### src/rtl/periph_timer_irq_if.sv
// periph_timer_irq_if: CPU data-bus port of the timer/IO peripheral.
// The master drives the strobes, address and write data; the slave returns rdata.
interface periph_timer_irq_if;
  logic        rd;
  logic        wr;
  logic [31:0] addr;
  logic [31:0] wdata;
  logic [31:0] rdata;

  modport master (
    output rd, wr, addr, wdata,
    input  rdata
  );

  modport slave (
    input  rd, wr, addr, wdata,
    output rdata
  );
endinterface

### src/rtl/periph_timer_irq.sv
// periph_timer_irq: bus-mapped reload timer with IRQ, LED, switch, 7-seg regs.
// Define PERIPH_SYSTICK_EN to add a free-running SYSTICK counter at 0x18.
module periph_timer_irq #(
  parameter logic [31:0] BASE_ADDR = 32'h4000_0000,
  parameter int          LED_W     = 8,
  parameter int          SW_W      = 8,
  parameter int          DIGI_W    = 12
) (
  input  logic              clk,
  input  logic              reset,
  periph_timer_irq_if.slave bus,
  input  logic [SW_W-1:0]   switch,
  output logic [LED_W-1:0]  led,
  output logic [DIGI_W-1:0] digi,
  output logic              irqout
);

  localparam logic [2:0] OFF_TH   = 3'd0;
  localparam logic [2:0] OFF_TL   = 3'd1;
  localparam logic [2:0] OFF_TCON = 3'd2;
  localparam logic [2:0] OFF_LED  = 3'd3;
  localparam logic [2:0] OFF_SW   = 3'd4;
  localparam logic [2:0] OFF_DIGI = 3'd5;
`ifdef PERIPH_SYSTICK_EN
  localparam logic [2:0] OFF_SYS  = 3'd6;
`endif
  localparam logic [31:0] TL_MAX  = 32'hFFFF_FFFF;

  logic [31:0]       th_q, th_d;
  logic [31:0]       tl_q, tl_d;
  logic [2:0]        tcon_q, tcon_d;
  logic [LED_W-1:0]  led_q, led_d;
  logic [DIGI_W-1:0] digi_q, digi_d;
  logic [SW_W-1:0]   sw_meta_q;
  logic [SW_W-1:0]   sw_q;
  logic [31:0]       rdata_d;

  logic       hit;
  logic       we;
  logic [2:0] sel;
  logic       unused_addr;

  assign hit         = (bus.addr[31:5] == BASE_ADDR[31:5]);
  assign we          = bus.wr & hit;
  assign sel         = bus.addr[4:2];
  assign unused_addr = ^bus.addr[1:0];

`ifdef PERIPH_SYSTICK_EN
  logic [31:0] systick_q;

  always_ff @(posedge clk or negedge reset) begin
    if (!reset) systick_q <= '0;
    else        systick_q <= systick_q + 32'd1;
  end
`endif

  // Timer update first, bus write afterwards so software always wins.
  always_comb begin
    th_d   = th_q;
    tl_d   = tl_q;
    tcon_d = tcon_q;
    led_d  = led_q;
    digi_d = digi_q;
    if (tcon_q[0]) begin
      if (tl_q == TL_MAX) begin
        tl_d = th_q;
        if (tcon_q[1]) tcon_d[2] = 1'b1;
      end else begin
        tl_d = tl_q + 32'd1;
      end
    end
    if (we) begin
      unique case (sel)
        OFF_TH:   th_d   = bus.wdata;
        OFF_TL:   tl_d   = bus.wdata;
        OFF_TCON: tcon_d = bus.wdata[2:0];
        OFF_LED:  led_d  = bus.wdata[LED_W-1:0];
        OFF_DIGI: digi_d = bus.wdata[DIGI_W-1:0];
        default:  ;
      endcase
    end
  end

  always_ff @(posedge clk or negedge reset) begin
    if (!reset) begin
      th_q      <= '0;
      tl_q      <= '0;
      tcon_q    <= '0;
      led_q     <= '0;
      digi_q    <= '0;
      sw_meta_q <= '0;
      sw_q      <= '0;
    end else begin
      th_q      <= th_d;
      tl_q      <= tl_d;
      tcon_q    <= tcon_d;
      led_q     <= led_d;
      digi_q    <= digi_d;
      sw_meta_q <= switch;
      sw_q      <= sw_meta_q;
    end
  end

  always_comb begin
    rdata_d = '0;
    if (bus.rd && hit) begin
      unique case (sel)
        OFF_TH:   rdata_d = th_q;
        OFF_TL:   rdata_d = tl_q;
        OFF_TCON: rdata_d = 32'(tcon_q);
        OFF_LED:  rdata_d = 32'(led_q);
        OFF_SW:   rdata_d = 32'(sw_q);
        OFF_DIGI: rdata_d = 32'(digi_q);
`ifdef PERIPH_SYSTICK_EN
        OFF_SYS:  rdata_d = systick_q;
`endif
        default:  rdata_d = '0;
      endcase
    end
  end

  assign bus.rdata = rdata_d;
  assign led       = led_q;
  assign digi      = digi_q;
  assign irqout    = tcon_q[1] & tcon_q[2];

endmodule

### src/flat_wrapper.sv
// flat-port wrapper written by rule: the top's interface ports become plain ports
module periph_timer_irq_flat 
#(
  parameter logic [31:0] BASE_ADDR = 32'h4000_0000,
  parameter int          LED_W     = 8,
  parameter int          SW_W      = 8,
  parameter int          DIGI_W    = 12
)
  (clk, reset, switch, led, digi, irqout, bus_rd, bus_wr, bus_addr, bus_wdata, bus_rdata);
  periph_timer_irq_if bus_i ();
  input  logic clk;
  input  logic reset;
  input  logic [SW_W-1:0] switch;
  output logic [LED_W-1:0] led;
  output logic [DIGI_W-1:0] digi;
  output logic irqout;
  input wire logic [$bits(bus_i.rd)-1:0] bus_rd;
  input wire logic [$bits(bus_i.wr)-1:0] bus_wr;
  input wire logic [$bits(bus_i.addr)-1:0] bus_addr;
  input wire logic [$bits(bus_i.wdata)-1:0] bus_wdata;
  output wire logic [$bits(bus_i.rdata)-1:0] bus_rdata;
  assign bus_i.rd = bus_rd;
  assign bus_i.wr = bus_wr;
  assign bus_i.addr = bus_addr;
  assign bus_i.wdata = bus_wdata;
  assign bus_rdata = bus_i.rdata;
  periph_timer_irq #(.BASE_ADDR(BASE_ADDR), .LED_W(LED_W), .SW_W(SW_W), .DIGI_W(DIGI_W)) u_core (.clk(clk), .reset(reset), .bus(bus_i), .switch(switch), .led(led), .digi(digi), .irqout(irqout));
endmodule
### config.mk
export PLATFORM = sky130hd
export DESIGN_NAME = periph_timer_irq_flat
export DESIGN_NICKNAME = d
export VERILOG_FILES = /design/src/rtl/periph_timer_irq_if.sv /design/src/rtl/periph_timer_irq.sv /design/src/flat_wrapper.sv
export SDC_FILE = /design/constraint.sdc
export NUM_CORES = 1
export LEC_CHECK = 0
export CAP_MARGIN = 0
export CORE_ASPECT_RATIO = 1.75
export CORE_MARGIN = 2
export CORE_UTILIZATION = 55
export DETAILED_ROUTE_END_ITERATION = 16
export GPL_TIMING_DRIVEN = 0
export HOLD_SLACK_MARGIN = 0.12
export PLACE_DENSITY = 0.86
export SYNTH_ARGS = -nofsm -noshare
export SYNTH_HDL_FRONTEND = slang
export SYNTH_SLANG_ARGS = --single-unit
export TNS_END_PERCENT = 1
### constraint.sdc
create_clock -name clk -period 5.9 [get_ports clk]
set_input_delay 0.59 -clock clk [delete_from_list [all_inputs] [get_ports clk]]
set_output_delay 0.59 -clock clk [all_outputs]
set_load 0.02 [all_outputs]
==> flow_summary.yaml, run 1 <==
critical_path:
  path_buf_inv: 3
  ff2ff_path_depth: 8
  crit_chain: "clkdlybuf4s50_1 > nor4b_1 > and4_1 > nand3_1 > a21o_1 > clkbuf_1 > nor2_1 > clkdlybuf4s50_1"
  critPathLaunchType: "primary input"
  cp.arrival_ns: 3.65
  cpPeakStageDelay_ns: 0.64
  worst_path_max_delay_cell: "clkdlybuf4s50_1"
  critPathMaxFanout: 10
  crit-reg2reg-launch: "u_core.tl_q[0]$_DFF_PN0_"
  path_delay_family: "buffers and inverters"
  worst_ep_required_time_ns: 5.31
  critPathKind: "in -> out"
  crit_start: "bus_addr[15]"
  rrSetupSlack_ns: 3.27
  reg2reg_to: "u_core.tl_q[0]$_DFF_PN0_"
  worstSetupEndpointType: "output port"
  crit_top_cell: "clkdlybuf4s50_1"
logic_synthesis:
  synth_top_area_cell: "dfrtp_1"
  synthTopCellsByCount: "dfrtp_1, nor2_1, nor3_1, a22oi_1, mux2_1"
  ys_seq_elements: 103
  ys_dominant_reg_cell: "dfrtp_1"
  synth_top_area_frac: 0.438
  yosysWarnings: 0
  netlist_instances: 592
  synth.net_count: 669
  ys_types: 65
  seq_area_frac_synth: 0.438
  synth.most_common_cell: "dfrtp_1"
  synth_edf_count: 0
  syn_area_per_cell_um2: 9.95
  synthesis.area_um2: 5890
  synth_area_leaders: "dfrtp_1, mux2_1, mux2_2"
  async_reset_ff_frac: 1.00
routing:
  drc: 0
  viasPerCell: 6.53
  vias: 5633
  drt_wl_total_um: 19800
  dr.pass1.iters: 5
  post_drt_wl_per_cell_um: 22.9
  final_antenna_net_count: 0
  drt_iter0_markers: 455
finish:
  antenna_cells: 0
  stdcell_area_um2: 7610
  layout.cells.non_filler: 863
  nets: 805
  drive_above_1_share: 0.116
  syn_to_final_growth_pct: 29.2
clocking:
  path_clk_slew_ns: 0.08
  clockRootBuffer: "clkbuf_16"
  clk_latency_ns: 0.36
  post_cts_buffers: 0
  cts_buffers: 9
  ctsHoldBuffers: 0
  postCtsResizedCells: 0
  cts_tree: "done"
  htree_levels: 3
  cts_sinks: 103
  clk_path_buf_depth: 2
floorplan:
  die_h_um: 141
  fp.coreArea_um2: 10600
  die_area_um2: 11600
  rows: 50
  die_w_um: 82.2
  ioPinCount: 129
  start_util: 0.557
sta:
  max_slew_margin: 0.454
  skew_ns: 0.0109
  rsz0062_at_grt: "no"
  tns_ns: 0
  setup_viol: 0
  min_period_ns: 4.24
  fmax_mhz: 236
  slew_viol_final: 0
  hold_viol_final: 0
  finalCritPeriodShare: 0.718
  fin_ws_ns: 1.66
  worstMarginPinSlew_ns: 0.820
power_and_ir_drop:
  power.density_nw_per_um2: 187
  p_int_mw: 1.07
  ir_worst_vdd_v: 0.000187
  seqPwrFrac: 0.503
  clkPwrFrac: 0.419
  combPwrFrac: 0.078
  power.switching_uw: 348
  leakage_nw: 3.08
  power.share.switching: 0.245
placement:
  dp.cells: 847
  dp_slack_ns: 1.73
  hpwl_um: 14600
  placed_area_um2: 7320
  io_buffers: 124
  finalWeightedCongestion: 0.957
grt:
  grt_max_degree: 76
  antenna_found_initial: 0
  grt_overflow_total: 0
  track_usage: 0.355
  grt_pass1_vias: 5811
  grt_first_pass_wirelength_um: 30800
job:
  max-cap-violations: 0
min_path:
  holdCritPathClass: "in -> async"
run_status:
  status: "finished, final reports clean"
## placed cells by master (no fill, tap or decap), types with 4 or more instances in the layout
| cell type | Yosys | routed |
|---|---|---|
| a21oi_1 | 13 | 13 |
| a22oi_1 | 30 | 30 |
| a31oi_1 | 21 | 21 |
| and2_1 | 4 | 4 |
| and3_1 | 11 | 11 |
| and4_1 | 7 | 7 |
| buf_2 | 12 | 12 |
| buf_4 | 4 | 5 |
| clkbuf_1 | 25 | 25 |
| clkbuf_16 | 0 | 9 |
| clkdlybuf4s50_1 | 0 | 123 |
| dfrtp_1 | 103 | 103 |
| inv_1 | 19 | 19 |
| mux2_1 | 30 | 30 |
| mux2_2 | 26 | 26 |
| mux2i_1 | 16 | 16 |
| nand2_1 | 27 | 27 |
| nand3_1 | 18 | 18 |
| nand4_1 | 11 | 11 |
| nor2_1 | 50 | 50 |
| nor3_1 | 32 | 32 |
| nor3_2 | 4 | 4 |
| nor4_1 | 16 | 16 |
| o21ai_0 | 17 | 17 |
| o21ai_1 | 10 | 10 |
| o31a_1 | 6 | 6 |
| o31ai_1 | 11 | 11 |
| xnor2_1 | 5 | 5 |
| xor2_1 | 4 | 4 |
## stage by stage
step	hold slack [ns]	power, mW	util
after floorplan	0.294	0.756	-
after global placement	0.333	0.833	0.690
after detailed placement	0.339	0.837	0.692
after CTS	0.179	1.41	0.720
after global routing	0.192	1.46	0.720
final	0.158	1.42	0.720
## kinds of logic after synthesis
family	share of synthesized area
compound gates	0.169
xor+xnor	0.0134
buf+inv	0.0453
mux	0.142
simple gates	0.190
flops	0.438
fa+ha+maj	0.00212
## final cells by class
cell class,count,area [um2]
multi-input cells,426,3050
fillers,790,2960
flip-flops and latches,103,2580
repair buffers,125,1270
clock buffers,10,239
plain buffers,44,195
well taps,130,163
inverters,19,71.3
clock inverters,6,51.3
## worst max path at each step
stage / endpoint / depth (start not counted)
finish: bus_rdata[12] / 8
global route: bus_rdata[20] / 8
CTS: bus_rdata[12] / 8
detailed placement: bus_rdata[12] / 8
global placement: u_core.digi[1]$_DFFE_PN0P_ / 1
floorplan: bus_rdata[12] / 6
## power by group through the flow
stage                     clock [mW]  sequential [mW]  combinational, mW
after global placement             0            0.728              0.105
after CTS                      0.591            0.714              0.110
final                          0.595            0.714              0.110
after detailed placement           0            0.728              0.109
after floorplan                    0            0.727             0.0288
after global routing           0.626            0.715              0.118
## routing by layer
layer	GRT usage	wire length, um	vias up
li1	-	-	2505
met2	0.612	10400	289
met5	0	0	-
met3	0.0589	1120	89
met1	0.389	7060	2750
met4	0.222	1220	0
## worst reg2reg max path, delay by kind of cell, from the launching register on
kind	cells	cell delay, ns
buffers and inverters	2	0.57
and+or+nand+nor	3	0.88
AOI/OAI and AO/OA	2	0.28
DFF	1	0.48
adders and majority gates	1	0.30
## sequential cells by signal, summed over array words and instances, names as in the netlist
| name | flops |
|---|---|
| u_core.led | 8 |
| u_core.tcon_q | 3 |
| u_core.sw_meta_q | 8 |
| u_core.digi | 12 |
| u_core.th_q | 32 |
| u_core.sw_q | 8 |
| u_core.tl_q | 32 |
No activity file was read; power rests on OpenSTA's default activity.
==> inputs of run 2 (changes only) <==
Settings changed: CORE_UTILIZATION 55 to 51, PLACE_DENSITY 0.86 to 0.8.
Clock period 5.9 ns to 4.1 ns, I/O delays scaled along.
==> run 2 against run 1 <==
Routed wire length increased by 1.2%. Register-to-register slack lost 1.8 ns. Design area rose by 0.38%. Flip-flop and latch count unchanged. Worst hold slack improved by 0.19 ns. Total power up 45%. Final cell count rose by 0.35%. Non-clock buffer count increased by 1. Sequential share of layout area decreased by 0.13 points. Combinational power is 45% higher. Die area rose by 7.5%. Clock power rose by 46%.
==> flow_summary.yaml, run 2 (synthesized netlist as in run 1, its figures left out) <==
sta:
  worstMarginPinSlew_ns: 0.839
  max_slew_margin: 0.441
  hold_viol_final: 0
  min_period_ns: 3.78
  hold_ws_ns: 0.353
  skew_ns: 0.0105
  slew_viol_final: 0
  fmax_mhz: 264
  rsz0062_at_grt: "no"
  setup_viol: 0
  finalCritPeriodShare: 0.923
grt:
  antenna_found_initial: 0
  grt_max_degree: 74
  grt_pass1_vias: 5865
  grt_overflow_total: 0
  track_usage: 0.326
  grt_first_pass_wirelength_um: 31700
clocking:
  cts_buffers: 9
  clockRootBuffer: "clkbuf_16"
  post_cts_buffers: 0
  clk_latency_ns: 0.36
  clk_path_buf_depth: 2
  cts_tree: "done"
  path_clk_slew_ns: 0.07
  cts_sinks: 103
  htree_levels: 3
floorplan:
  die_h_um: 146
  fp.coreArea_um2: 11200
  start_util: 0.527
  rows: 51
  die_w_um: 85.2
  ioPinCount: 129
  die_area_um2: 12500
power_and_ir_drop:
  ir_worst_vdd_v: 0.000268
  leakage_nw: 3.10
  power.density_nw_per_um2: 269
finish:
  nets: 806
  syn_to_final_growth_pct: 29.7
  final_util: 0.684
  drive_above_1_share: 0.117
  final_common_cell: "clkdlybuf4s50_1"
  antenna_cells: 0
  final_cell_mix: "clkdlybuf4s50_1, dfrtp_1, nor2_1"
critical_path:
  cp.arrival_ns: 3.37
  crit_end: "bus_rdata[22]"
  critPathKind: "in -> out"
  worstSetupEndpointType: "output port"
  reg2reg_to: "u_core.tl_q[0]$_DFF_PN0_"
  crit_chain: "clkdlybuf4s50_1 > nor4b_1 > and4_1 > nand3_2 > a21o_1 > clkbuf_1 > nor2_1 > clkdlybuf4s50_1"
  rrSetupSlack_ns: 1.47
  ff2ff_path_depth: 8
  worst_path_max_delay_cell: "clkdlybuf4s50_1"
  crit_top_cell: "clkdlybuf4s50_1"
  critPathMaxFanout: 10
  worst_ep_required_time_ns: 3.69
  cpPeakStageDelay_ns: 0.64
  crit-reg2reg-launch: "u_core.tl_q[0]$_DFF_PN0_"
  crit_start: "bus_addr[15]"
  critPathLaunchType: "primary input"
placement:
  io_buffers: 124
  hpwl_um: 14900
  finalWeightedCongestion: 0.920
routing:
  drt_wl_total_um: 20000
  post_drt_wl_per_cell_um: 23.1
  final_antenna_net_count: 0
  drt_iter0_markers: 394
  drc: 0
  dr.pass1.iters: 5
  viasPerCell: 6.46
  vias: 5595
job:
  max-cap-violations: 0
run_status:
  status: "finished, final reports clean"
min_path:
  holdCritPathClass: "reg -> reg"
  hold_path_depth: 0
run 2: cell types whose count changed in the layout (fill, tap and decap cells not counted):
| cell | delta |
|---|---|
| dlygate4sd3_1 | +1 |
| clkinv_8 | +1 |
| nand3_2 | +1 |
| clkinvlp_4 | -3 |
| nand3_1 | -1 |
| clkinv_4 | +2 |
run 2: worst min-delay path by stage:
stage                                  start                    endpoint
2_1_floorplan                          reset  u_core.digi[0]$_DFFE_PN0P_
3_3_place_gp   u_core.sw_meta_q[5]$_DFF_PN0_    u_core.sw_q[5]$_DFF_PN0_
3_5_place_dp   u_core.sw_meta_q[0]$_DFF_PN0_    u_core.sw_q[0]$_DFF_PN0_
4_1_cts        u_core.sw_meta_q[0]$_DFF_PN0_    u_core.sw_q[0]$_DFF_PN0_
5_1_grt        u_core.sw_meta_q[2]$_DFF_PN0_    u_core.sw_q[2]$_DFF_PN0_
6_report       u_core.sw_meta_q[0]$_DFF_PN0_    u_core.sw_q[0]$_DFF_PN0_
run 2: metal layers:
layer / GRT usage / up-vias / share of wire
li1: - / 2516 / -
met1: 0.364 / 2725 / 0.35
met2: 0.577 / 280 / 0.54
met3: 0.0339 / 74 / 0.053
met4: 0.204 / 0 / 0.056
met5: 0 / - / 0
run 2: through the flow:
step / std cells / worst slack (ns) / power, mW / area (um2) / setup TNS (ns)
2_1_floorplan: 592 / 1.69 / 1.09 / 5890 / 0
3_3_place_gp: 848 / -1.19 / 1.20 / 7300 / -121.81
3_5_place_dp: 849 / 0.257 / 1.21 / 7320 / 0
4_1_cts: 866 / 0.246 / 2.06 / 7630 / 0
5_1_grt: 866 / 0.105 / 2.11 / 7640 / 0
6_report: 866 / 0.317 / 2.06 / 7640 / 0
run 2: timing repair:
action	4_1_cts	5_1_grt
endpoints found under the setup margin	0	19
endpoints found under the hold margin	30	0
hold buffers	1	0
resized for setup	0	1
run 2: worst max-delay path: cells and delay by family:
| kind | cells | cell delay (ns) |
|---|---|---|
| buffers and inverters | 3 | 1.36 |
| AND/OR/NAND/NOR | 4 | 1.23 |
| AO/OA/AOI/OAI | 1 | 0.35 |
run 2: layout make-up:
type / count / area (um2)
clock inverter: 6 / 62.6
fill: 888 / 3530
buffer: 44 / 195
tap: 132 / 165
timing repair buffer: 126 / 1280
multi-input combinational: 426 / 3050
sequential: 103 / 2580
inverter: 19 / 71.3
clock buffer: 10 / 239
run 2: power breakdown:
group	switching [mW]	internal, mW
logic	0.0771	0.0821
clock network	0.425	0.444
registers	0.00406	1.02
total	0.506	1.55
==> inputs of run 3 (changes only) <==
Settings changed: PLACE_DENSITY 0.8 to 0.89.
Clock period 4.1 ns to 3.9 ns, I/O delays scaled along.
==> run 3 against run 2 <==
Total power rose by 7.4%. Non-clock buffer count unchanged. Die area is the same. Worst hold slack worse by 0.0027 ns. Clock skew decreased by 0.0040 ns. Core utilization hardly changed. Design area hardly changed. Largest cell class unchanged. Largest power group unchanged. Final cell count is 0.12% lower.
==> flow_summary.yaml, run 3 (synthesized netlist as in run 1, its figures left out) <==
clocking:
  cts_buffers: 9
  path_clk_slew_ns: 0.07
  cts_sinks: 103
  clk_latency_ns: 0.36
  post_cts_buffers: 0
  clockRootBuffer: "clkbuf_16"
  htree_levels: 3
  clk_path_buf_depth: 2
  cts_tree: "done"
floorplan:
  die_h_um: 146
  fp.coreArea_um2: 11200
  start_util: 0.527
  die_area_um2: 12500
  rows: 51
  ioPinCount: 129
  die_w_um: 85.2
finish:
  syn_to_final_growth_pct: 29.7
  multi_input_area_um2: 3050
  stdcell_area_um2: 7640
  final_util: 0.684
  final_common_cell: "clkdlybuf4s50_1"
  seqCellArea_um2: 2580
  nets: 806
  final_cell_mix: "clkdlybuf4s50_1, dfrtp_1, nor2_1"
  nFillCells: 824
  antenna_cells: 0
  drive_above_1_share: 0.117
critical_path:
  worstSetupEndpointType: "output port"
  worst_ep_required_time_ns: 3.51
  critPathLaunchType: "primary input"
  crit_chain: "clkdlybuf4s50_1 > clkbuf_1 > nor3_1 > clkbuf_1 > a22oi_1 > nor2_1 > clkdlybuf4s50_1"
  cpPeakStageDelay_ns: 0.62
  critPathMaxFanout: 10
  path_delay_family: "buffers and inverters"
  path_buf_inv: 4
  critPathKind: "in -> out"
  worst_path_max_delay_cell: "clkdlybuf4s50_1"
  cp.arrival_ns: 3.33
placement:
  io_buffers: 124
  dp_slack_ns: 0.0559
  hpwl_um: 14900
  placed_area_um2: 7320
  finalWeightedCongestion: 0.957
sta:
  skew_ns: 0.00650
  hold_viol_final: 0
  rsz0062_at_grt: "no"
  fin_ws_ns: 0.185
  finalCritPeriodShare: 0.953
  min_period_ns: 3.72
  slew_viol_final: 0
  max_slew_margin: 0.462
  setup_viol: 0
  fmax_mhz: 269
  tns_ns: 0
  worstMarginPinSlew_ns: 0.807
grt:
  grt_pass1_vias: 6019
  grt_overflow_total: 0
  grt_max_degree: 55
  track_usage: 0.326
  antenna_found_initial: 0
  grt_first_pass_wirelength_um: 31500
min_path:
  holdCritPathClass: "reg -> reg"
routing:
  drt_iter0_markers: 603
  final_antenna_net_count: 0
  dr.pass1.iters: 8
  post_drt_wl_per_cell_um: 23.5
  drt_wl_total_um: 20300
  vias: 5729
  drc: 0
  viasPerCell: 6.62
power_and_ir_drop:
  leakage_nw: 3.10
  power.density_nw_per_um2: 289
  ir_worst_vdd_v: 0.000282
  finalPower_mw: 2.21
run_status:
  status: "finished, final reports clean"
job:
  max-cap-violations: 0
[run 3: cell types whose count changed in the layout (fill, tap and decap cells not counted)]
| cell | before | now |
|---|---|---|
| clkbuf_2 | 0 | 1 |
| clkbuf_1 | 25 | 24 |
| clkinv_4 | 3 | 0 |
| clkinv_8 | 1 | 0 |
| bufinv_16 | 0 | 1 |
| clkinvlp_4 | 0 | 2 |
[run 3: what timing repair did]
action	in CTS	in global routing
hold endpoints to repair	49	0
hold buffers	1	0
endpoints found under the setup margin	0	20
gates resized for setup	0	3
[run 3: power breakdown]
part	internal, mW	leakage, nW	total [mW]	switching, mW
Sequential	1.08	1.31	1.08	0.00440
Clock	0.519	0.143	0.959	0.439
Combinational	0.0864	1.64	0.168	0.0815
Total	1.68	3.10	2.21	0.525
[run 3: worst paths after layout]
check	startpoint	end	slack (ns)	cells past startpoint
max in group asynchronous	reset	u_core.tl_q[26]$_DFF_PN0_	2.59	3
hold reg to reg	u_core.sw_meta_q[4]$_DFF_PN0_	u_core.sw_q[4]$_DFF_PN0_	0.35	0
min in group asynchronous	reset	u_core.digi[9]$_DFFE_PN0P_	0.60	2
hold / removal	u_core.sw_meta_q[4]$_DFF_PN0_	u_core.sw_q[4]$_DFF_PN0_	0.35	0
setup / recovery	bus_addr[3]	bus_rdata[17]	0.18	7
setup reg to reg	u_core.tl_q[0]$_DFF_PN0_	u_core.tl_q[19]$_DFF_PN0_	1.25	7
[run 3: metrics by stage]
| step | hold WS, ns | instances |
|---|---|---|
| final | 0.351 | 865 |
| after global routing | 0.366 | 865 |
| after CTS | 0.350 | 865 |
| after detailed placement | 0.335 | 849 |
| after global placement | 0.333 | 848 |
| after floorplan | 0.0944 | 592 |
[run 3: final cells by class]
type,instances,share of cell area
well taps,132,0.0216
clock inverters,5,0.00851
flip-flops and latches,103,0.337
multi-input cells,426,0.399
inverters,19,0.00933
repair buffers,126,0.167
plain buffers,44,0.0257
clock buffers,10,0.0313
[run 3: metal layers]
layer  up-vias  routed length, um  track usage
li1       2503                  -            -
met1      2770               6920        0.353
met2       355              10800        0.584
met3       101               1370       0.0486
met4         0               1280        0.195
met5         -                  0            0
==> variant 1 (flow settings as in run 3) <==
Put one more register stage on the output `led`, with the module's reset. The value now appears one clock later. The other outputs are not delayed to match.
--- a/src/rtl/periph_timer_irq.sv
+++ b/src/rtl/periph_timer_irq.sv
@@ -120,7 +120,13 @@
   end
 
   assign bus.rdata = rdata_d;
-  assign led       = led_q;
+  always_ff @(posedge clk or negedge reset) begin
+    if (!reset) begin
+      led <= '0;
+    end else begin
+      led <= led_q;
+    end
+  end
   assign digi      = digi_q;
   assign irqout    = tcon_q[1] & tcon_q[2];
 
Function: changed (a bounded check fails within 4 cycles, from zero or initial values and one cycle with reset low).
==> variant 1 against run 3 <==
Sequential share of layout area up 1.7 points; area after synthesis up 3.4%; final area up 2.6%; sequential cell count up 8; power up 2.8%; fmax up 0.31%; utilization down 0.73 points; hold slack better by 3.0 ps; cell count up 1.4%; wire length down 2.0%; die area up 3.3%; setup slack better by 12 ps; largest power group unchanged; highest routed layer unchanged.
==> variant 1: results (changes against run 3) <==
status -> finished clean (unchanged)
Syn Inst Count -> 600 (was 592)
RR Endpoint -> u_core.tl_q[0] (was u_core.tl_q[19])
Worst Min Path Start -> u_core.sw_meta_q[0] (was u_core.sw_meta_q[4])
start point of the critical path -> bus_addr[15] (was bus_addr[3])
part of the Yosys area used for sequential elements -> 0.456 (was 0.438)
Compound-Gate Fraction of Synth Area -> 0.164 (was 0.169)
largest vdd supply drop -> 0.257 mV (was 0.282 mV)
met3 Use GR -> 0.0483 (was 0.0486)
Commonest cells post-synth -> dfrtp_1 (111), nor2_1 (50), nor3_1 (32), a22oi_1 (30), mux2_1 (30) (was dfrtp_1 (103), nor2_1 (50), nor3_1 (32), a22oi_1 (30), mux2_1 (30))
placed cells -> 860 (was 849)
Met2 Wirelength -> 10500 um (was 10800 um)
drt pass-1 iters -> 5 (was 8)
total track usage -> 0.318 (was 0.326)
WHS -> 354 ps (was 351 ps)
R2R setup slack -> 1190 ps (was 1250 ps)
Synth Area in Adders -> 0.00205 (was 0.00212)
xor/xnor share of the synthesized area -> 0.0129 (was 0.0134)
length of routed met3 wiring -> 1140 um (was 1370 um)
worst reg2reg path depth -> 8 (was 7)
Hold Path End -> u_core.sw_q[0] (was u_core.sw_q[4])
vias in the first global route -> 6077 (was 6019)
Worst Skew -> 10.5 ps (was 6.50 ps)
setup ws final -> 196 ps (was 185 ps)
Pleak -> 3.21 nW (was 3.10 nW)
via count -> 5771 (was 5729)
syn nets -> 677 (was 669)
Int Power -> 1.70 mW (was 1.68 mW)
mux share of post-synthesis cell area -> 0.137 (was 0.142)
Area contributors post-synth -> dfrtp_1 (46%), mux2_1 (5.5%), mux2_2 (4.8%) (was dfrtp_1 (44%), mux2_1 (5.7%), mux2_2 (5.0%))
met1 Use GR -> 0.354 (was 0.353)
Post-Place Setup Slack -> 52.3 ps (was 55.9 ps)
Critical Path AT -> 3310 ps (was 3330 ps)
Placer Congestion -> 0.946 (was 0.957)
-- variant 1: cell count changes in the layout (fill, tap and decap cells not counted), moves of 2 or more --
cell	change
inv_6	+2
clkinv_8	+2
dfrtp_1	+8
clkinvlp_4	-2
-- variant 1: power groups by stage --
stage	clock (mW)	sequential (mW)	combinational (mW)
6_report	0.935	1.16	0.170
2_1_floorplan	0	1.18	0.0436
3_5_place_dp	0	1.19	0.168
4_1_cts	0.944	1.16	0.170
3_3_place_gp	0	1.19	0.159
5_1_grt	0.983	1.16	0.183
-- variant 1: cell type report --
class                           instances  area (um^2)
Tap cell                              135          169
Clock buffer                            9          225
Multi-Input combinational cell        426         3050
Fill cell                             893         3740
Timing Repair Buffer                  126         1280
Sequential cell                       111         2780
Inverter                               19         71.3
Clock inverter                          7         75.1
Buffer                                 44          195
-- variant 1: repair_timing --
item | 4_1_cts | 5_1_grt
hold endpoints to repair | 35 | 0
endpoints found under the setup margin | 0 | 20
hold buffers | 1 | 0
resized for setup | 0 | 1
==> variant 2 (config.mk and constraints of run 3) <==
Without the edit above. Build with the macro `PERIPH_SYSTICK_EN` defined.
--- a/src/rtl/periph_timer_irq.sv
+++ b/src/rtl/periph_timer_irq.sv
@@ -1,5 +1,7 @@
 // periph_timer_irq: bus-mapped reload timer with IRQ, LED, switch, 7-seg regs.
 // Define PERIPH_SYSTICK_EN to add a free-running SYSTICK counter at 0x18.
+`define PERIPH_SYSTICK_EN
+
 module periph_timer_irq #(
   parameter logic [31:0] BASE_ADDR = 32'h4000_0000,
   parameter int          LED_W     = 8,
Check against the original RTL: not equivalent (a bounded check fails within 4 cycles, from zero or initial values and one cycle with reset low).
==> variant 2 against run 3 <==
Utilization decreased by 1.6 points; highest routed layer unchanged; setup slack worse by 68 ps; sequential cell count is 32 higher; power rose by 46%; wire length rose by 14%; final area grew 26%; area after synthesis is 27% higher; clock skew is essentially flat; global-route usage shrank 1.7 points; non-clock buffer count is the same.
==> variant 2: results (changes against run 3) <==
status -> finished clean (unchanged)
total track usage -> 0.310 (was 0.326)
Worst Skew -> 6.75 ps (was 6.50 ps)
combinational power -> 195 uW (was 168 uW)
met1 Use GR -> 0.330 (was 0.353)
vias in the first global route -> 7007 (was 6019)
Compound-Gate Fraction of Synth Area -> 0.130 (was 0.169)
Final Net Count -> 954 (was 806)
WHS -> 346 ps (was 351 ps)
multi-input gates -> 540 (was 426)
Worst-Skew Late Latency -> 420 ps (was 360 ps)
part of the Yosys area used for sequential elements -> 0.451 (was 0.438)
number of port buffers -> 125 (was 124)
largest vdd supply drop -> 0.328 mV (was 0.282 mV)
Met2 Wirelength -> 12200 um (was 10800 um)
first-pass GRT wire length -> 36400 um (was 31500 um)
Seq. pwr -> 1.41 mW (was 1.08 mW)
tap cells -> 180 (was 132)
mux share of post-synthesis cell area -> 0.147 (was 0.142)
sequential cell area -> 0.00338 mm^2 (was 0.00258 mm^2)
DR WL/cell -> 21.8 um (was 23.5 um)
Mean Syn Cell Area -> 10.3 um^2 (was 9.95 um^2)
Synth Area in Adders -> 0.00334 (was 0.00212)
Switching Fraction -> 0.222 (was 0.238)
xor/xnor share of the synthesized area -> 0.0432 (was 0.0134)
global-route met2 utilization -> 0.536 (was 0.584)
Commonest cells post-synth -> dfrtp_1 (135), mux2_2 (69), nor2_1 (54), nand2_1 (47), a22oi_1 (39) (was dfrtp_1 (103), nor2_1 (50), nor3_1 (32), a22oi_1 (30), mux2_1 (30))
Pleak -> 3.96 nW (was 3.10 nW)
Slew @ Worst Pin -> 1140 ps (was 807 ps)
Layout Utilization -> 0.668 (was 0.684)
placed cells -> 1037 (was 849)
buffering overhead -> 0.156 (was 0.193)
period utilization -> 0.970 (was 0.953)
placed instance area -> 0.00900 mm^2 (was 0.00732 mm^2)
Area contributors post-synth -> dfrtp_1 (45%), mux2_2 (10%), a22oi_1 (3.9%) (was dfrtp_1 (44%), mux2_1 (5.7%), mux2_2 (5.0%))
met3 Use GR -> 0.0566 (was 0.0486)
largest net degree at the start of global routing -> 71 (was 55)
Placer Congestion -> 0.971 (was 0.957)
# clk buffers -> 18 (was 10)
reg2reg start -> u_core.tl_q[1] (was u_core.tl_q[0])
Unique masters post-synth -> 55 (was 65)
RR Endpoint -> u_core.tl_q[7] (was u_core.tl_q[19])
Critical Path AT -> 3390 ps (was 3330 ps)
DP Wirelength -> 16800 um (was 14900 um)
ClkCell Share -> 0.0606 (was 0.0398)
metal1 wirelength -> 7770 um (was 6920 um)
syn nets -> 809 (was 669)
Post-Place Setup Slack -> 47.2 ps (was 55.9 ps)
-- variant 2: worst reg2reg max path, stage by stage, from the launching register on --
cell and delay, ps:
dfrtp_1 500, ha_1 270, nand3_1 200, nor2_1 600
nand3_1 170, clkbuf_1 440, mux2i_1 220, o21ai_0 250
-- variant 2: worst max-delay path by stage --
stage	end	from	depth (start not counted)
2_1_floorplan	bus_rdata[12]	bus_addr[2]	8
3_3_place_gp	u_core.sw_meta_q[1]	reset	1
3_5_place_dp	bus_rdata[31]	bus_addr[4]	9
4_1_cts	bus_rdata[21]	bus_addr[4]	8
5_1_grt	bus_rdata[31]	bus_addr[4]	8
6_report	bus_rdata[8]	bus_addr[3]	7
-- variant 2: timing repair --
action,CTS,global route
resized for setup,0,4
pin swaps,0,0
setup endpoints to repair,7,25
gates cloned,0,0
hold buffers,1,0
hold endpoints to repair,69,0
